`src/rtl/speed_tick_gen_if.sv`:
```
// Control/status bundle between the game FSM and the speed timebase.
// The game side drives the speed request; the timebase returns tick, toggle and level status.
interface speed_tick_gen_if #(
    parameter int LVL_W = 2
);
    logic             Enable;
    logic [LVL_W-1:0] Level;
    logic             AutoMode;
    logic             Tick;
    logic             Toggle;
    logic [LVL_W-1:0] CurLevel;
    logic             AtMax;

    modport master (
        output Enable, Level, AutoMode,
        input  Tick, Toggle, CurLevel, AtMax
    );

    modport slave (
        input  Enable, Level, AutoMode,
        output Tick, Toggle, CurLevel, AtMax
    );
endinterface

```
`src/rtl/speed_tick_gen.sv`:
```
// Game-speed timebase: one divider whose period is BASE_DIV >> level, with a
// one-cycle Tick, a Toggle square wave, and an optional self-accelerating level.
module speed_tick_gen #(
    parameter int BASE_DIV    = 25000000,
    parameter int NUM_LEVELS  = 4,
    parameter int ACCEL_TICKS = 8,
    parameter int CNT_W       = 26,
    parameter int LVL_W       = 2
) (
    input  logic           Clock,
    input  logic           Resetn,
    speed_tick_gen_if.slave bus
);
    localparam int ACC_W = (ACCEL_TICKS > 1) ? $clog2(ACCEL_TICKS) : 1;
    localparam logic [ACC_W-1:0] ACC_LAST  = ACC_W'(ACCEL_TICKS - 1);
    localparam logic [LVL_W-1:0] TOP_LVL   = LVL_W'(NUM_LEVELS - 1);
    localparam logic [CNT_W:0]   BASE_FULL = (CNT_W + 1)'(BASE_DIV);

    if (BASE_DIV > (1 << CNT_W)) begin : g_bad_cnt_w
        $error("speed_tick_gen: BASE_DIV does not fit in CNT_W");
    end
    if ((1 << LVL_W) < NUM_LEVELS) begin : g_bad_lvl_w
        $error("speed_tick_gen: LVL_W too narrow for NUM_LEVELS");
    end
    if ((BASE_DIV >> (NUM_LEVELS - 1)) < 2) begin : g_bad_div
        $error("speed_tick_gen: fastest divisor must be at least 2");
    end
    if (ACCEL_TICKS < 1) begin : g_bad_accel
        $error("speed_tick_gen: ACCEL_TICKS must be at least 1");
    end

    logic [CNT_W-1:0] count;
    logic [ACC_W-1:0] acc;
    logic [LVL_W-1:0] cur_level;
    logic             tick;
    logic             toggle;
    logic             at_max;

    logic [CNT_W:0]   div_full;
    logic [CNT_W-1:0] last_cnt;
    logic [LVL_W-1:0] level_req;
    logic             level_change;
    logic             terminal;

    // div_full is one bit wider so BASE_DIV == 2^CNT_W still works; its minus-one fits CNT_W.
    assign div_full     = BASE_FULL >> cur_level;
    assign last_cnt     = CNT_W'(div_full - 1'b1);
    assign level_req    = (bus.Level > TOP_LVL) ? TOP_LVL : bus.Level;
    assign level_change = !bus.AutoMode && (level_req != cur_level);
    assign terminal     = (count == last_cnt);

    always_ff @(posedge Clock) begin
        if (!Resetn) begin
            count     <= '0;
            acc       <= '0;
            cur_level <= '0;
            tick      <= 1'b0;
            toggle    <= 1'b0;
            at_max    <= (TOP_LVL == '0);
        end else begin
            tick <= 1'b0;
            if (level_change) begin
                // Manual level is sampled even while paused; a coincident terminal count is dropped.
                cur_level <= level_req;
                at_max    <= (level_req == TOP_LVL);
                count     <= '0;
            end else if (bus.Enable) begin
                if (terminal) begin
                    count  <= '0;
                    tick   <= 1'b1;
                    toggle <= ~toggle;
                    if (bus.AutoMode) begin
                        if (acc == ACC_LAST) begin
                            acc <= '0;
                            if (cur_level != TOP_LVL) begin
                                cur_level <= cur_level + 1'b1;
                                at_max    <= ((cur_level + 1'b1) == TOP_LVL);
                            end
                        end else begin
                            acc <= acc + 1'b1;
                        end
                    end
                end else begin
                    count <= count + 1'b1;
                end
            end
            if (!bus.AutoMode) begin
                acc <= '0;
            end
        end
    end

    assign bus.Tick     = tick;
    assign bus.Toggle   = toggle;
    assign bus.CurLevel = cur_level;
    assign bus.AtMax    = at_max;
endmodule

```
`src/flat_wrapper.sv`:
```
// flat-port wrapper written by rule: the top's interface ports become plain ports
module speed_tick_gen_flat 
#(
    parameter int BASE_DIV    = 25000000,
    parameter int NUM_LEVELS  = 4,
    parameter int ACCEL_TICKS = 8,
    parameter int CNT_W       = 26,
    parameter int LVL_W       = 2
)
  (Clock, Resetn, bus_Enable, bus_Level, bus_AutoMode, bus_Tick, bus_Toggle, bus_CurLevel, bus_AtMax);
  speed_tick_gen_if #(.LVL_W(LVL_W)) bus_i ();
  input  logic Clock;
  input  logic Resetn;
  input wire logic [$bits(bus_i.Enable)-1:0] bus_Enable;
  input wire logic [$bits(bus_i.Level)-1:0] bus_Level;
  input wire logic [$bits(bus_i.AutoMode)-1:0] bus_AutoMode;
  output wire logic [$bits(bus_i.Tick)-1:0] bus_Tick;
  output wire logic [$bits(bus_i.Toggle)-1:0] bus_Toggle;
  output wire logic [$bits(bus_i.CurLevel)-1:0] bus_CurLevel;
  output wire logic [$bits(bus_i.AtMax)-1:0] bus_AtMax;
  assign bus_i.Enable = bus_Enable;
  assign bus_i.Level = bus_Level;
  assign bus_i.AutoMode = bus_AutoMode;
  assign bus_Tick = bus_i.Tick;
  assign bus_Toggle = bus_i.Toggle;
  assign bus_CurLevel = bus_i.CurLevel;
  assign bus_AtMax = bus_i.AtMax;
  speed_tick_gen #(.BASE_DIV(BASE_DIV), .NUM_LEVELS(NUM_LEVELS), .ACCEL_TICKS(ACCEL_TICKS), .CNT_W(CNT_W), .LVL_W(LVL_W)) u_core (.Clock(Clock), .Resetn(Resetn), .bus(bus_i));
endmodule
```
`config.mk`:
```
export PLATFORM = sky130hd
export DESIGN_NAME = speed_tick_gen_flat
export DESIGN_NICKNAME = d
export VERILOG_FILES = /design/src/rtl/speed_tick_gen_if.sv /design/src/rtl/speed_tick_gen.sv /design/src/flat_wrapper.sv
export SDC_FILE = /design/constraint.sdc
export NUM_CORES = 1
export LEC_CHECK = 0
export ABC_AREA = 1
export CAP_MARGIN = 20
export CORE_MARGIN = 1
export CORE_UTILIZATION = 52
export DETAILED_ROUTE_END_ITERATION = 12
export MAX_ROUTING_LAYER = met4
export PLACE_DENSITY = 0.7
export SETUP_SLACK_MARGIN = 0.05
export SLEW_MARGIN = 20
export SYNTH_ARGS = -nofsm -noshare
export SYNTH_HDL_FRONTEND = slang
export SYNTH_SLANG_ARGS = --single-unit
```
`constraint.sdc`:
```
create_clock -name Clock -period 4.1 [get_ports Clock]
set_input_delay 1.025 -clock Clock [delete_from_list [all_inputs] [get_ports Clock]]
set_output_delay 1.025 -clock Clock [all_outputs]
set_load 0.02 [all_outputs]
```
# [Word level (Yosys, flattened, before mapping)]
# Index checks and enable logic that the tools add are counted.
[totals] register_bits=34 in_bits=6 out_inout_bits=5 word_cells=50
[classes] n_addsub=4 magnitude_cmp=1 n_eq_ne=6 shift=1 muxes=16 bitwise_logic=4 n_reduce_logical=12
[op_table] op="$add 26x1->26 const B" count=1
[op_table] op="$eq 26x26->1" count=1
[op_table] op="$mux 26" count=1
[op_table] op="$shr 25x2->26 const A" count=1
[op_table] op="$sub 26x1->26 const B" count=1
[op_table] op="$mux 2" count=7
[op_table] op="$reduce_bool 2->1" count=5
[op_table] op="$mux 1" count=7
[op_table] op="$reduce_and 5->1" count=1
[op_table] op="$eq 2x2->1 const B" count=2
[op_table] op="$not 1->1" count=4
[op_table] op="$add 3x1->3 const B" count=1
[op_table] op="$eq 3x3->1 const B" count=1
[op_table] op="$mux 3" count=1
[op_table] op="$reduce_and 3->1" count=1
[op_table] op="$reduce_or 3->1" count=1
[op_table] op="$add 2x1->2 const B" count=1
[op_table] op="$gt 2x2->1 const B" count=1
[op_table] op="$ne 2x2->1" count=1
[op_table] op="$ne 2x2->1 const B" count=1
[op_table] op="$reduce_and 2->1" count=1
[op_table] op="$reduce_or 2->1" count=1
[op_table] op="$logic_and 1x1->1" count=1
[op_table] op="$logic_not 1->1" count=1

# [Depth between registers and ports, before layout]
[depth] depth_word=8 depth_mapped=13 ltp_nobuf=12

# [Worst setup path after synthesis]
# No wires, ideal clock.
[synth_path] path_type="flip-flop to flip-flop" from="register u_core.cur_level[1] (netlist: u_core.bus.CurLevel[1])" to="register u_core.count[6]" setup_ps=123 t_arrival_ps=1901 t_required_ps=3977 slack_ps=2076 path_stages_with_launch=13 path_buffers=2 synth_period_minus_slack_ps=2024 path_cell_list="dfxtp_1 > inv_1 > ha_1 > buf_4 > nor2_2 > nand2_1 > o21ai_1 > nand2_1 > nor2_2 > nand3_2 > nand2_2 > buf_6 > nor3_2"
[synth_via] elab_chain_len=4 word_cells_on_any_way=7 classes_between="1 x add/sub; 2 x eq/ne; 1 x shift; 1 x mux; 2 x reduce/logical"
[synth_lines] item="from (decl)" line_no="speed_tick_gen.sv:34" source="logic [LVL_W-1:0] cur_level;"
[synth_lines] item="from (signal assigned)" line_no="speed_tick_gen.sv:64" source="cur_level <= level_req;"
[synth_lines] item="from (signal assigned)" line_no="speed_tick_gen.sv:76" source="cur_level <= cur_level + 1'b1;"
[synth_lines] item="$shr 25x2->26" line_no="speed_tick_gen.sv:46" source="assign div_full = BASE_FULL >> cur_level;"
[synth_lines] item="$sub 26x1->26" line_no="speed_tick_gen.sv:47" source="assign last_cnt = CNT_W'(div_full - 1'b1);"
[synth_lines] item="$eq 26x26->1" line_no="speed_tick_gen.sv:50" source="assign terminal = (count == last_cnt);"
[synth_lines] item="$mux 26" line_no="speed_tick_gen.sv:68" source="if (terminal) begin"
[synth_lines] item="to (signal assigned)" line_no="speed_tick_gen.sv:84" source="count <= count + 1'b1;"
[synth_lines] item="to (decl)" line_no="speed_tick_gen.sv:32" source="logic [CNT_W-1:0] count;"
# Several ways; a longest one is shown, not always the timed one.
# A chain may end at the register's enable or synchronous reset.

# [Final worst setup path]
[layout_path] from="input bus_Level[1]" to="register u_core.count[17]"
[layout_via] elab_chain_len=5
[layout_lines] item="from (decl)" line_no="flat_wrapper.sv:15" source="input wire logic [$bits(bus_i.Level)-1:0] bus_Level;"
[layout_lines] item="$gt 2x2->1" line_no="speed_tick_gen.sv:48" source="assign level_req = (bus.Level > TOP_LVL) ? TOP_LVL : bus.Level;"
[layout_lines] item="$mux 2 (*)" line_no="speed_tick_gen.sv:48"
[layout_lines] item="$ne 2x2->1 (*)" line_no="speed_tick_gen.sv:49" source="assign level_change = !bus.AutoMode && (level_req != cur_level);"
[layout_lines] item="$logic_and 1x1->1 (*)" line_no="speed_tick_gen.sv:49"
[layout_lines] item="$reduce_or 2->1 (no source line) (*)"
# Mark *: on every way between the ends. The rest lies on a longest branch, timed or not.

==> results.cfg <==
[place]
finalWeightedCongestion = 1.010
port_buffers = 10
hpwl_microns = 4456

[global_routing]
grt_max_degree = 22
grt.overflow.total = 0
antenna_found_initial = 0
track_usage = 0.2565
grt_pass1_vias = 2083
grt_pass1_wl_microns = 9591

[floorplanning]
initial_core_util = 0.5437
dieArea_sq_um = 4859
die_w_microns = 69.71
num_rows = 24
die-height_microns = 69.71
core_area_sq_um = 4384
ioPinCount = 11

[setup_path]
r2r_end = u_core.count[23]$_SDFFE_PP0P_
r2r_slack_ns = 1.65
cp.arrival_ns = 2.94
worstRegToRegCells = 10
endpoint = u_core.count[17]$_SDFFE_PP0P_
setup.worst_path.start = bus_Level[1]
critical_path.max_fanout = 21
cp-start-kind = input port
rr_startpoint = u_core.bus.CurLevel[1]$_SDFFE_PN0P_
worstSetupPathType = input port to register
crit_path_end_kind = register
cp.required_ns = 4.31

[timing]
maxSlewViolCount = 0
tns_ns = 0
slew_headroom = 0.6430
fin_skew_ns = 0.003831
rsz0062_at_grt = false
min_period_ns = 2.730
tightest_slew_ns = 0.5335
hold_slack_ns = 0.4909
fin_crit_sh = 0.6659
hold_violations = 0
fmax_ghz = 0.3663
setup_viol = 0

[detailed_routing]
drtAntennaViolNets = 0
drc_errors = 0
via_per_inst = 5.158
totalWireLength_microns = 5657
drt_first_iter_violations = 128
num_vias = 2249
dr.pass1.iters = 4
wl_per_cell_microns = 12.97

[logic_synthesis]
seq_area_frac_synth = 0.2856
synth_cell_types = 31
syn-cell-area_sq_um = 2384
avgSynthCellArea_sq_um = 6.407
ys_seq_elements = 34
ys_warn_count = 0
synthCells = 372
syn-num-nets = 388

[cells_and_area]
final_cell_mix = nand2_1, nor2_1, inv_1, dfxtp_1, nand3_1
n_antenna_cell = 0
drive_gt1_frac = 0.1146
fin_util = 0.5959
layout_commonest_cell = nand2_1
ff_latch_area_sq_um = 680.7
nNetsFinal = 399
multi_input_area_sq_um = 1458
syn_to_final_growth_pct = 9.606
fill_cells = 453

[cts]
htreeDepth = 2
post_cts_resized = 0
clk_latency_ns = 0.29
cts_root_buf = clkbuf_8
cts_tree = built
cts_made_buffers = 5
cts_hold_buf = 0
cts_max_path_buffers = 2
cts_setup_buffers = 0
path_clk_slew_ns = 0.07
clock_sinks = 34

[power]
p_sw_w = 0.0001981
powerDensity_nw_per_um2 = 285.5
p_seq_frac = 0.458
max-vdd-ir-drop_uv = 179.2
p_leak_nw = 1.075
cell_internal_pwr_w = 0.0005477
swShare = 0.2656
p_comb_frac = 0.132
pwr-share-clk = 0.410

[outcome]
status = complete, no violations

[job]
cap_violations = 0

[hold_path]
hold_path_class = register to register
## sequential cells by signal, summed over array words and instances, names as in the netlist
signal	count
u_core.bus.AtMax	1
u_core.bus.Tick	1
u_core.bus.CurLevel	2
u_core.bus.Toggle	1
u_core.acc	3
u_core.count	26
## synth_stat cells
master / number / area share
a21oi_1: 8 / 0.017
o21ai_1: 1 / 0.0021
nor4_1: 2 / 0.0052
nor2_1: 54 / 0.085
xnor2_1: 4 / 0.015
o22ai_1: 1 / 0.0026
nand4_1: 13 / 0.034
nor2_4: 2 / 0.0094
buf_4: 2 / 0.0063
nor2_2: 10 / 0.026
xor2_1: 9 / 0.033
ha_1: 10 / 0.052
nand4_2: 1 / 0.0052
nor3_4: 1 / 0.0068
nor3b_1: 1 / 0.0032
a22o_1: 1 / 0.0037
nand2_1: 105 / 0.17
nand3_2: 4 / 0.017
buf_2: 3 / 0.0063
nor3_1: 10 / 0.021
buf_6: 2 / 0.0094
o21ai_0: 9 / 0.019
a21o_1: 1 / 0.0032
inv_1: 47 / 0.074
a21oi_2: 3 / 0.011
inv_2: 3 / 0.0047
clkinv_2: 1 / 0.0021
nor3_2: 4 / 0.017
dfxtp_1: 34 / 0.29
nand2_2: 6 / 0.016
nand3_1: 20 / 0.042
## kinds of logic after synthesis
logic type / Yosys count / synth area share
adders and majority gates: 10 / 0.05249
and+or+nand+nor: 233 / 0.4530
buffers and inverters: 58 / 0.1029
xor gates and xnor gates: 13 / 0.04777
AOI/OAI and AO/OA: 24 / 0.05827
DFF: 34 / 0.2856
## per-layer routing
layer | GRT usage | share of wire | up-vias
li1 | - | - | 1187
met1 | 0.3424 | 0.50 | 1009
met2 | 0.3905 | 0.44 | 42
met3 | 0.05523 | 0.041 | 11
met4 | 0.07778 | 0.016 | 0
met5 | - | 0 | -
## worst max-delay path, stage by stage
cell	delay, ns
clkdlybuf4s50_1	0.49
inv_1	0.05
nand2_1	0.05
nand4_1	0.09
nand2_1	0.28
nand2_1	0.22
inv_1	0.15
nand2_2	0.31
nor3_1	0.26
## stage by stage
step / std cells / setup WS [ns] / total power [W] / cell area [sq um]
finish: 436 / 1.370 / 0.0007458 / 2613
global route: 436 / 1.156 / 0.0007794 / 2613
CTS: 436 / 1.351 / 0.0007520 / 2613
detailed placement: 428 / 1.043 / 0.0004471 / 2504
global placement: 428 / 1.130 / 0.0004460 / 2504
floorplan: 372 / 2.076 / 0.0004212 / 2384
## area by class of cell
type	count	share of cell area
Clock buffer	5	0.02634
Clock inverter	3	0.01533
Inverter	51	0.07375
Multi-Input combinational cell	280	0.5580
Sequential cell	34	0.2605
Tap cell	52	0.02490
Timing Repair Buffer	11	0.04119
## how the worst min path moves through the flow
| stage | start | to | cells past startpoint |
|---|---|---|---|
| global placement | u_core.count[0]$_SDFFE_PP0P_ | u_core.count[0]$_SDFFE_PP0P_ | 2 |
| finish | u_core.count[0]$_SDFFE_PP0P_ | u_core.count[0]$_SDFFE_PP0P_ | 2 |
| CTS | u_core.count[0]$_SDFFE_PP0P_ | u_core.count[0]$_SDFFE_PP0P_ | 2 |
| detailed placement | u_core.count[0]$_SDFFE_PP0P_ | u_core.count[0]$_SDFFE_PP0P_ | 2 |
| floorplan | u_core.count[0]$_SDFFE_PP0P_ | u_core.count[0]$_SDFFE_PP0P_ | 2 |
| global route | u_core.count[0]$_SDFFE_PP0P_ | u_core.count[0]$_SDFFE_PP0P_ | 2 |
## power groups by stage
stage | Clock [W] | Sequential, W | Combinational [W]
floorplan | 0 | 0.000350 | 0.0000708
global placement | 0 | 0.000350 | 0.0000964
detailed placement | 0 | 0.000349 | 0.0000976
CTS | 0.000312 | 0.000342 | 0.0000984
global route | 0.000325 | 0.000342 | 0.000112
finish | 0.000306 | 0.000342 | 0.0000982
Note: power is estimated with default switching activity, not from simulation.
